===== config.mk =====
export PLATFORM = sky130hd
export DESIGN_NAME = mmio_bus_bridge
export DESIGN_NICKNAME = d
export VERILOG_FILES = /design/src/rtl/mmio_bus_bridge_pkg.sv /design/src/rtl/mmio_addr_decode.sv /design/src/rtl/mmio_bus_bridge.sv
export SDC_FILE = /design/constraint.sdc
export NUM_CORES = 1
export LEC_CHECK = 0
export ABC_AREA = 1
export CAP_MARGIN = 0
export CORE_AREA = 2 2 136 138
export DETAILED_ROUTE_END_ITERATION = 10
export DIE_AREA = 0 0 138 140
export PLACE_DENSITY = 0.8
export SKIP_CTS_REPAIR_TIMING = 1
export SYNTH_ARGS = -nofsm -noshare
export SYNTH_HDL_FRONTEND = slang
export SYNTH_SLANG_ARGS = --single-unit

===== constraint.sdc =====
create_clock -name clk -period 4 [get_ports clk]
set_input_delay 0.8 -clock clk [delete_from_list [all_inputs] [get_ports clk]]
set_output_delay 0.8 -clock clk [all_outputs]
set_load 0.02 [all_outputs]

===== src/rtl/mmio_bus_bridge_pkg.sv =====
// Shared definitions for the MMIO bus bridge: FSM states, default slave windows
// (DM, TC1, TC2, interrupt generator) and a small width helper.
package mmio_bus_bridge_pkg;

  typedef enum logic [1:0] {
    S_IDLE   = 2'd0,
    S_ACCESS = 2'd1,
    S_RESP   = 2'd2
  } state_t;

  localparam logic [31:0] DM_BASE   = 32'h0000_0000;
  localparam logic [31:0] DM_LIMIT  = 32'h0000_2FFF;
  localparam logic [31:0] TC1_BASE  = 32'h0000_7F00;
  localparam logic [31:0] TC1_LIMIT = 32'h0000_7F0B;
  localparam logic [31:0] TC2_BASE  = 32'h0000_7F10;
  localparam logic [31:0] TC2_LIMIT = 32'h0000_7F1B;
  localparam logic [31:0] IG_BASE   = 32'h0000_7F20;
  localparam logic [31:0] IG_LIMIT  = 32'h0000_7F23;

  localparam int unsigned DEF_N_SLV = 4;
  localparam logic [32*DEF_N_SLV-1:0] DEF_SLV_BASE  = {IG_BASE,  TC2_BASE,  TC1_BASE,  DM_BASE};
  localparam logic [32*DEF_N_SLV-1:0] DEF_SLV_LIMIT = {IG_LIMIT, TC2_LIMIT, TC1_LIMIT, DM_LIMIT};

  function automatic int unsigned idx_width(input int unsigned n);
    return (n > 1) ? $clog2(n) : 1;
  endfunction

endpackage


===== src/rtl/mmio_addr_decode.sv =====
// Combinational window decoder: reports whether an address falls in any slave
// window, and which one (lowest index wins on overlap).
module mmio_addr_decode
  import mmio_bus_bridge_pkg::*;
#(
  parameter int unsigned             N_SLV     = DEF_N_SLV,
  parameter logic [32*N_SLV-1:0]     SLV_BASE  = DEF_SLV_BASE,
  parameter logic [32*N_SLV-1:0]     SLV_LIMIT = DEF_SLV_LIMIT,
  parameter int unsigned             IDX_W     = idx_width(N_SLV)
) (
  input  logic [31:0]      addr,
  output logic             hit,
  output logic [IDX_W-1:0] idx,
  output logic [N_SLV-1:0] onehot
);

  always_comb begin
    hit    = 1'b0;
    idx    = '0;
    onehot = '0;
    // Scan from the highest window down so the lowest matching index is kept last.
    for (int unsigned i = N_SLV; i > 0; i--) begin
      if ((addr >= SLV_BASE[32*(i-1) +: 32]) && (addr <= SLV_LIMIT[32*(i-1) +: 32])) begin
        hit    = 1'b1;
        idx    = IDX_W'(i - 1);
        onehot = N_SLV'(1) << (i - 1);
      end
    end
  end

endmodule


===== src/rtl/mmio_bus_bridge.sv =====
// Sequential CPU-to-peripheral bridge: decodes an access, forwards it to one slave,
// waits for ready with a timeout, and returns registered data or a bus error.
module mmio_bus_bridge
  import mmio_bus_bridge_pkg::*;
#(
  parameter int unsigned         N_SLV     = DEF_N_SLV,
  parameter logic [32*N_SLV-1:0] SLV_BASE  = DEF_SLV_BASE,
  parameter logic [32*N_SLV-1:0] SLV_LIMIT = DEF_SLV_LIMIT,
  parameter int unsigned         TIMEOUT   = 16
) (
  input  logic                 clk,
  input  logic                 reset,
  input  logic                 cpu_req,
  input  logic [31:0]          cpu_addr,
  input  logic [31:0]          cpu_wdata,
  input  logic [3:0]           cpu_byteen,
  output logic                 cpu_ack,
  output logic [31:0]          cpu_rdata,
  output logic                 cpu_err,
  output logic [31:0]          err_addr,
  output logic [7:0]           err_cnt,
  output logic [N_SLV-1:0]     s_req,
  output logic [31:0]          s_addr,
  output logic [31:0]          s_wdata,
  output logic [3:0]           s_byteen,
  input  logic [32*N_SLV-1:0]  s_rdata,
  input  logic [N_SLV-1:0]     s_ready
);

  localparam int unsigned IDX_W = idx_width(N_SLV);
  localparam int unsigned CNT_W = $clog2(TIMEOUT);
  localparam logic [CNT_W-1:0] CNT_LAST = CNT_W'(TIMEOUT - 1);

  state_t           state_q,    state_d;
  logic [31:0]      addr_q,     addr_d;
  logic [31:0]      wdata_q,    wdata_d;
  logic [3:0]       byteen_q,   byteen_d;
  logic [IDX_W-1:0] idx_q,      idx_d;
  logic [N_SLV-1:0] sel_q,      sel_d;
  logic [CNT_W-1:0] cnt_q,      cnt_d;
  logic [31:0]      rdata_q,    rdata_d;
  logic             err_q,      err_d;
  logic [31:0]      err_addr_q, err_addr_d;
  logic [7:0]       err_cnt_q,  err_cnt_d;

  logic             dec_hit;
  logic [IDX_W-1:0] dec_idx;
  logic [N_SLV-1:0] dec_onehot;
  logic             sel_ready;
  logic [31:0]      sel_rdata;
  logic [7:0]       err_cnt_inc;

  mmio_addr_decode #(
    .N_SLV     (N_SLV),
    .SLV_BASE  (SLV_BASE),
    .SLV_LIMIT (SLV_LIMIT),
    .IDX_W     (IDX_W)
  ) u_decode (
    .addr   (cpu_addr),
    .hit    (dec_hit),
    .idx    (dec_idx),
    .onehot (dec_onehot)
  );

  // Ready is qualified by the latched one-hot select; data by the latched index.
  assign sel_ready   = |(s_ready & sel_q);
  assign sel_rdata   = s_rdata[32*idx_q +: 32];
  assign err_cnt_inc = (err_cnt_q == 8'hFF) ? err_cnt_q : err_cnt_q + 8'd1;

  always_comb begin
    state_d    = state_q;
    addr_d     = addr_q;
    wdata_d    = wdata_q;
    byteen_d   = byteen_q;
    idx_d      = idx_q;
    sel_d      = sel_q;
    cnt_d      = cnt_q;
    rdata_d    = rdata_q;
    err_d      = err_q;
    err_addr_d = err_addr_q;
    err_cnt_d  = err_cnt_q;
    unique case (state_q)
      S_IDLE: begin
        if (cpu_req) begin
          addr_d   = cpu_addr;
          wdata_d  = cpu_wdata;
          byteen_d = cpu_byteen;
          rdata_d  = '0;
          if (dec_hit) begin
            idx_d   = dec_idx;
            sel_d   = dec_onehot;
            cnt_d   = '0;
            err_d   = 1'b0;
            state_d = S_ACCESS;
          end else begin
            err_addr_d = cpu_addr;
            err_cnt_d  = err_cnt_inc;
            err_d      = 1'b1;
            state_d    = S_RESP;
          end
        end
      end
      S_ACCESS: begin
        if (sel_ready) begin
          rdata_d = (byteen_q == 4'h0) ? sel_rdata : '0;
          err_d   = 1'b0;
          state_d = S_RESP;
        end else if (cnt_q == CNT_LAST) begin
          err_addr_d = addr_q;
          err_cnt_d  = err_cnt_inc;
          rdata_d    = '0;
          err_d      = 1'b1;
          state_d    = S_RESP;
        end else begin
          cnt_d = cnt_q + 1'b1;
        end
      end
      S_RESP:  state_d = S_IDLE;
      default: state_d = S_IDLE;
    endcase
  end

  always_ff @(posedge clk) begin
    if (reset) begin
      state_q    <= S_IDLE;
      addr_q     <= '0;
      wdata_q    <= '0;
      byteen_q   <= '0;
      idx_q      <= '0;
      sel_q      <= '0;
      cnt_q      <= '0;
      rdata_q    <= '0;
      err_q      <= 1'b0;
      err_addr_q <= '0;
      err_cnt_q  <= '0;
    end else begin
      state_q    <= state_d;
      addr_q     <= addr_d;
      wdata_q    <= wdata_d;
      byteen_q   <= byteen_d;
      idx_q      <= idx_d;
      sel_q      <= sel_d;
      cnt_q      <= cnt_d;
      rdata_q    <= rdata_d;
      err_q      <= err_d;
      err_addr_q <= err_addr_d;
      err_cnt_q  <= err_cnt_d;
    end
  end

  assign cpu_ack   = (state_q == S_RESP);
  assign cpu_rdata = rdata_q;
  assign cpu_err   = err_q;
  assign err_addr  = err_addr_q;
  assign err_cnt   = err_cnt_q;
  assign s_req     = (state_q == S_ACCESS) ? sel_q : '0;
  assign s_addr    = addr_q;
  assign s_wdata   = wdata_q;
  assign s_byteen  = (|s_req) ? byteen_q : 4'h0;

endmodule


After elaboration in Yosys (flattened, before gate mapping)
Cells that the tools add are included.
Word-level totals
  bits in registers: 153
  latch bits: 0
  memory bits (writable): 0
  bits in read-only memories: 0
  memories: 0
Operators by class
  add/subtract/negate cells: 2
  $mul: 0
  div/mod/pow operators: 0
  order comparisons: 8
  eq/ne operators: 11
  shifts and indexed selects: 1
  mux-type cells: 45
  bitwise logic cells: 1
  reductions and logical operators: 15
Operator list (count)
  $mux 32: 8
  $pmux 32 s2: 2
  $shiftx 128x8->32: 1
  $ge 32x15->1 const B: 3
  $le 32x15->1 const B: 3
  $mux 4: 10
  $mux 8: 5
  $ge 32x1->1 const B: 1
  $le 32x14->1 const B: 1
  $mux 2: 8
  $pmux 8 s2: 1
  $ne 2x2->1 const B: 6
  $reduce_and 5->1: 2
  $add 8x1->8 const B: 1
  $eq 8x8->1 const B: 1
  $mux 1: 8
  $pmux 4 s2: 1
  $reduce_or 4->1: 2
  $reduce_and 3->1: 2
  $add 4x1->4 const B: 1
  $and 4x4->4: 1
  $eq 4x4->1 const B: 1
  $logic_and 1x1->1: 4
  $logic_not 4->1: 1
  8 further kinds: 9

Depth between registers and ports, before layout
  depth in word-level cells: 9
  depth in mapped cells: 13
  mapped depth without buffers: 12

Hierarchy
Synthesis repeated with hierarchy kept, for this count alone.
Unflattened totals
  cells, all modules: 1120
  area, all modules: 7649.8 um2
Modules (own cells, without submodules)
  mmio_bus_bridge: times used 1, cells an instance 1055, area each 7347.0 um2, seq. area each 3062.9 um2
  mmio_addr_decode: times used 1, cells an instance 65, area each 302.8 um2, seq. area each 0.0 um2

Worst setup path before layout
Ideal clock, no wire load.
  kind: reg2out
  from: register state_q[0]
  to: output port s_byteen[0]
  arrival time: 1560 ps
  required time: 3200 ps
  slack: 1640 ps
  stages on the path, launching flop included: 8
  path buffers: 1
  path through: dfxtp_1 > inv_2 > nor2_2 > buf_4 > inv_2 > nor2_1 > nor4_1 > nor2_1
Between the ends
  cells in the longest elaborated chain, start to end: 4
RTL lines
  start: declaration: RTL line mmio_bus_bridge.sv:34  | state_t state_q, state_d;
  start signal: assignment: RTL line mmio_bus_bridge.sv:137  | state_q <= state_d;
  $eq 2x1->1: RTL line mmio_bus_bridge.sv:156  | assign s_req = (state_q == S_ACCESS) ? sel_q : '0;
  $mux 4: RTL line mmio_bus_bridge.sv:156
  named net s_req[0]: RTL line mmio_bus_bridge.sv:22  | output logic [N_SLV-1:0] s_req,
  $reduce_or 4->1: RTL line mmio_bus_bridge.sv:159  | assign s_byteen = (|s_req) ? byteen_q : 4'h0;
  $mux 4: RTL line mmio_bus_bridge.sv:159
  end: declaration: RTL line mmio_bus_bridge.sv:25  | output logic [3:0] s_byteen,
The timed path passes the listed nets, and every way through them passes these cells.

Worst setup path in the final report
  from: register state_q[0]
  to: output port s_byteen[0]
Between the ends
  cells in the longest elaborated chain, start to end: 4
RTL lines (RTL line)
  $eq 2x1->1: mmio_bus_bridge.sv:156
  $mux 4: mmio_bus_bridge.sv:156
  $reduce_or 4->1: mmio_bus_bridge.sv:159
  $mux 4: mmio_bus_bridge.sv:159
Every way passes these cells.

==> reports/qor.yml <==
global_routing:
  grt_antenna_before_repair: 6
  grtUsageTotal_pct: 27.6
  grt_pass1_vias: 8095
  grt.overflow.total: 0
  grt_start_max_net_pins: 74
  grt_pass1_wl_mm: 43.1
finish:
  final_cell_mix: "clkdlybuf4s50_1 (347), nor2_1 (219), nand2_1 (217)"
  fill_cells: 1575
  drive_above_1_share_pct: 5.52
  multiInputGateArea_um2: 3720
  final_common_cell: "clkdlybuf4s50_1"
  fin_nets: 1587
  finish.utilization_pct: 64.1
  seqCellArea_um2: 3060
  syn_to_final_growth_pct: 57.3
  finalInstanceArea_um2: 11400
timing:
  worst_pin_slew_ns: 1.02
  setup_viol: 0
  rsz0062_at_grt: "false"
  holdWs_ns: 0.462
  max_freq_mhz: 313
  period_minus_slack_ns: 3.20
  slew_violations: 0
  finalHoldViolCount: 0
  max_slew_margin_pct: 31.6
  post-route-period-util_pct: 79.9
  clock_skew_ns: 0.0139
  fin_setup_tns_ns: 0
power_and_ir_drop:
  vdd_drop_max_mv: 0.284
  pwr_density_cell_nw_per_um2: 360
  power_leakage_uw: 0.00448
clocking:
  cts.reportedPaths.clkPinSlew_ns: 0.06
  cts_tree: "done"
  ctsRootBufferMaster: "clkbuf_16"
  numCtsBuffers: 17
  clk_latency_ns: 0.43
  ctsHtreeMaxLevel: 4
  clock-sinks: 153
  cts_buffer_depth: 2
placement:
  dp.final_hpwl_mm: 19.5
  io_buffers: 348
  gp_congestion: 0.921
  placedInstanceArea_um2: 10800
routing:
  antenna_left: 0
  drt-initial-drc-count: 427
  first_pass_iters: 7
  routed_via_density: 5.18
  drt-total-wl_mm: 27.4
  vias: 8431
  post-route-drc-count: 0
  wire_per_inst_um: 16.8
flow_run:
  drv_cap: 0
floorplanning:
  die_area_um2: 19300
  die_w_um: 138
  num_rows: 49
  initial_core_util_pct: 40.7
  io_pins: 349
  die_h_um: 140
  core_area_um2: 17800
logic_synthesis:
  syn-cell-area_um2: 7240
  async_flop_share_pct: 0
  synthesis.nets: 1280
  synth_top_flop_cell: "dfxtp_1"
  yosys.cell_types.count: 36
  synth_edf_count: 0
  yosysSeqAreaShare_pct: 42.3
  yosys_warnings: 0
  synth-seq-cells: 153
  syn_inst: 1075
  avgSynthCellArea_um2: 6.74
critical_path:
  path_class: "reg2out"
  crit_fanout: 14
  startpoint_type: "register"
  arrival_ns: 2.40
  endpoint_kind: "primary output"
  crit_required_ns: 3.20
hold_path:
  min_path_type: "reg2reg"
outcome:
  status: "finished clean"
area by class of cell:
type                       instances  area share [%]
tap                              229            2.51
clock inverter                    14            1.35
multi-input combinational        810            32.6
sequential                       153            26.9
inverter                          39            1.28
antenna                            5           0.110
clock buffer                      18            3.85
timing repair buffer             361            31.4
where the power goes:
| group | internal, µW | switching, µW |
|---|---|---|
| Sequential | 1610 | 55.6 |
| Combinational | 399 | 403 |
| Clock | 903 | 728 |
cell usage after synthesis, types with 2 or more instances:
| cell type | instances | share of area (%) |
|---|---|---|
| dfxtp_1 | 153 | 42 |
| clkbuf_1 | 49 | 2.5 |
| nand3_1 | 65 | 4.5 |
| nand2_4 | 2 | 0.31 |
| nor3_1 | 4 | 0.28 |
| nand2_2 | 5 | 0.43 |
| nand4_1 | 8 | 0.69 |
| a21oi_1 | 84 | 5.8 |
| nor2_4 | 4 | 0.62 |
| xnor2_1 | 3 | 0.36 |
| ha_1 | 2 | 0.35 |
| nand3_2 | 2 | 0.28 |
| nor2_2 | 6 | 0.52 |
| inv_1 | 32 | 1.7 |
| a22o_1 | 2 | 0.24 |
| inv_2 | 6 | 0.31 |
| buf_2 | 16 | 1.1 |
| o21ai_0 | 141 | 9.7 |
| buf_6 | 3 | 0.47 |
| o22ai_1 | 32 | 2.8 |
| nor2_1 | 219 | 11 |
| nand2_1 | 217 | 11 |
| buf_4 | 4 | 0.41 |
| xor2_1 | 4 | 0.48 |
cell families (layout without fill, tap and decap cells):
| kind of cell | Yosys count | count (layout) | synth area share [%] |
|---|---|---|---|
| buf+inv | 112 | 432 | 6.60 |
| fa+ha+maj | 2 | 2 | 0.345 |
| simple gates | 536 | 536 | 30.6 |
| compound gates | 265 | 265 | 19.3 |
| other cells | 0 | 5 | 0 |
| flops | 153 | 153 | 42.3 |
| xor+xnor | 7 | 7 | 0.846 |
registers in the layout (all words and copies together), names as in the netlist:
name,cells
cpu_err,1
sel_q,4
err_addr,32
s_addr,32
idx_q,2
s_wdata,32
cnt_q,4
cpu_rdata,32
err_cnt,8
state_q,2
byteen_q,4
path summary, 6_finish.rpt:
kind	to	slack [ns]	from	cells past startpoint
worst max-delay path	s_byteen[0]	0.80	state_q[0]	7
worst min-delay path	err_addr[30]	0.46	err_addr[30]	2
worst max register to register	cpu_rdata[5]	1.67	idx_q[1]	6
worst min register to register	err_addr[30]	0.46	err_addr[30]	2
metrics by stage:
stage	worst slack, ns	instances	total power, µW
2_1_floorplan	1.64	1075	2050
3_3_place_gp	0.943	1592	2500
3_5_place_dp	0.867	1592	2500
4_1_cts	0.784	1624	4130
5_1_grt	0.475	1629	4260
6_report	0.805	1629	4100
worst max-delay path, cell delays in order, from the launching register on:
cell and delay, ns:
dfxtp_1 0.35, inv_2 0.10, nor2_4 0.04, inv_2 0.20, nor2_1 0.11, nor4_1 0.53, nor2_1 0.08, clkdlybuf4s50_1 0.56
metal layers:
| layer | routed length, µm | track usage, % | up-vias |
|---|---|---|---|
| met5 | 12 | 0 | - |
| met4 | 810 | 11.5 | 2 |
| met3 | 2500 | 9.16 | 42 |
| met2 | 13600 | 47.4 | 367 |
| met1 | 10500 | 31.7 | 3857 |
| li1 | - | - | 4163 |
Note: power is estimated with default switching activity, not from simulation.
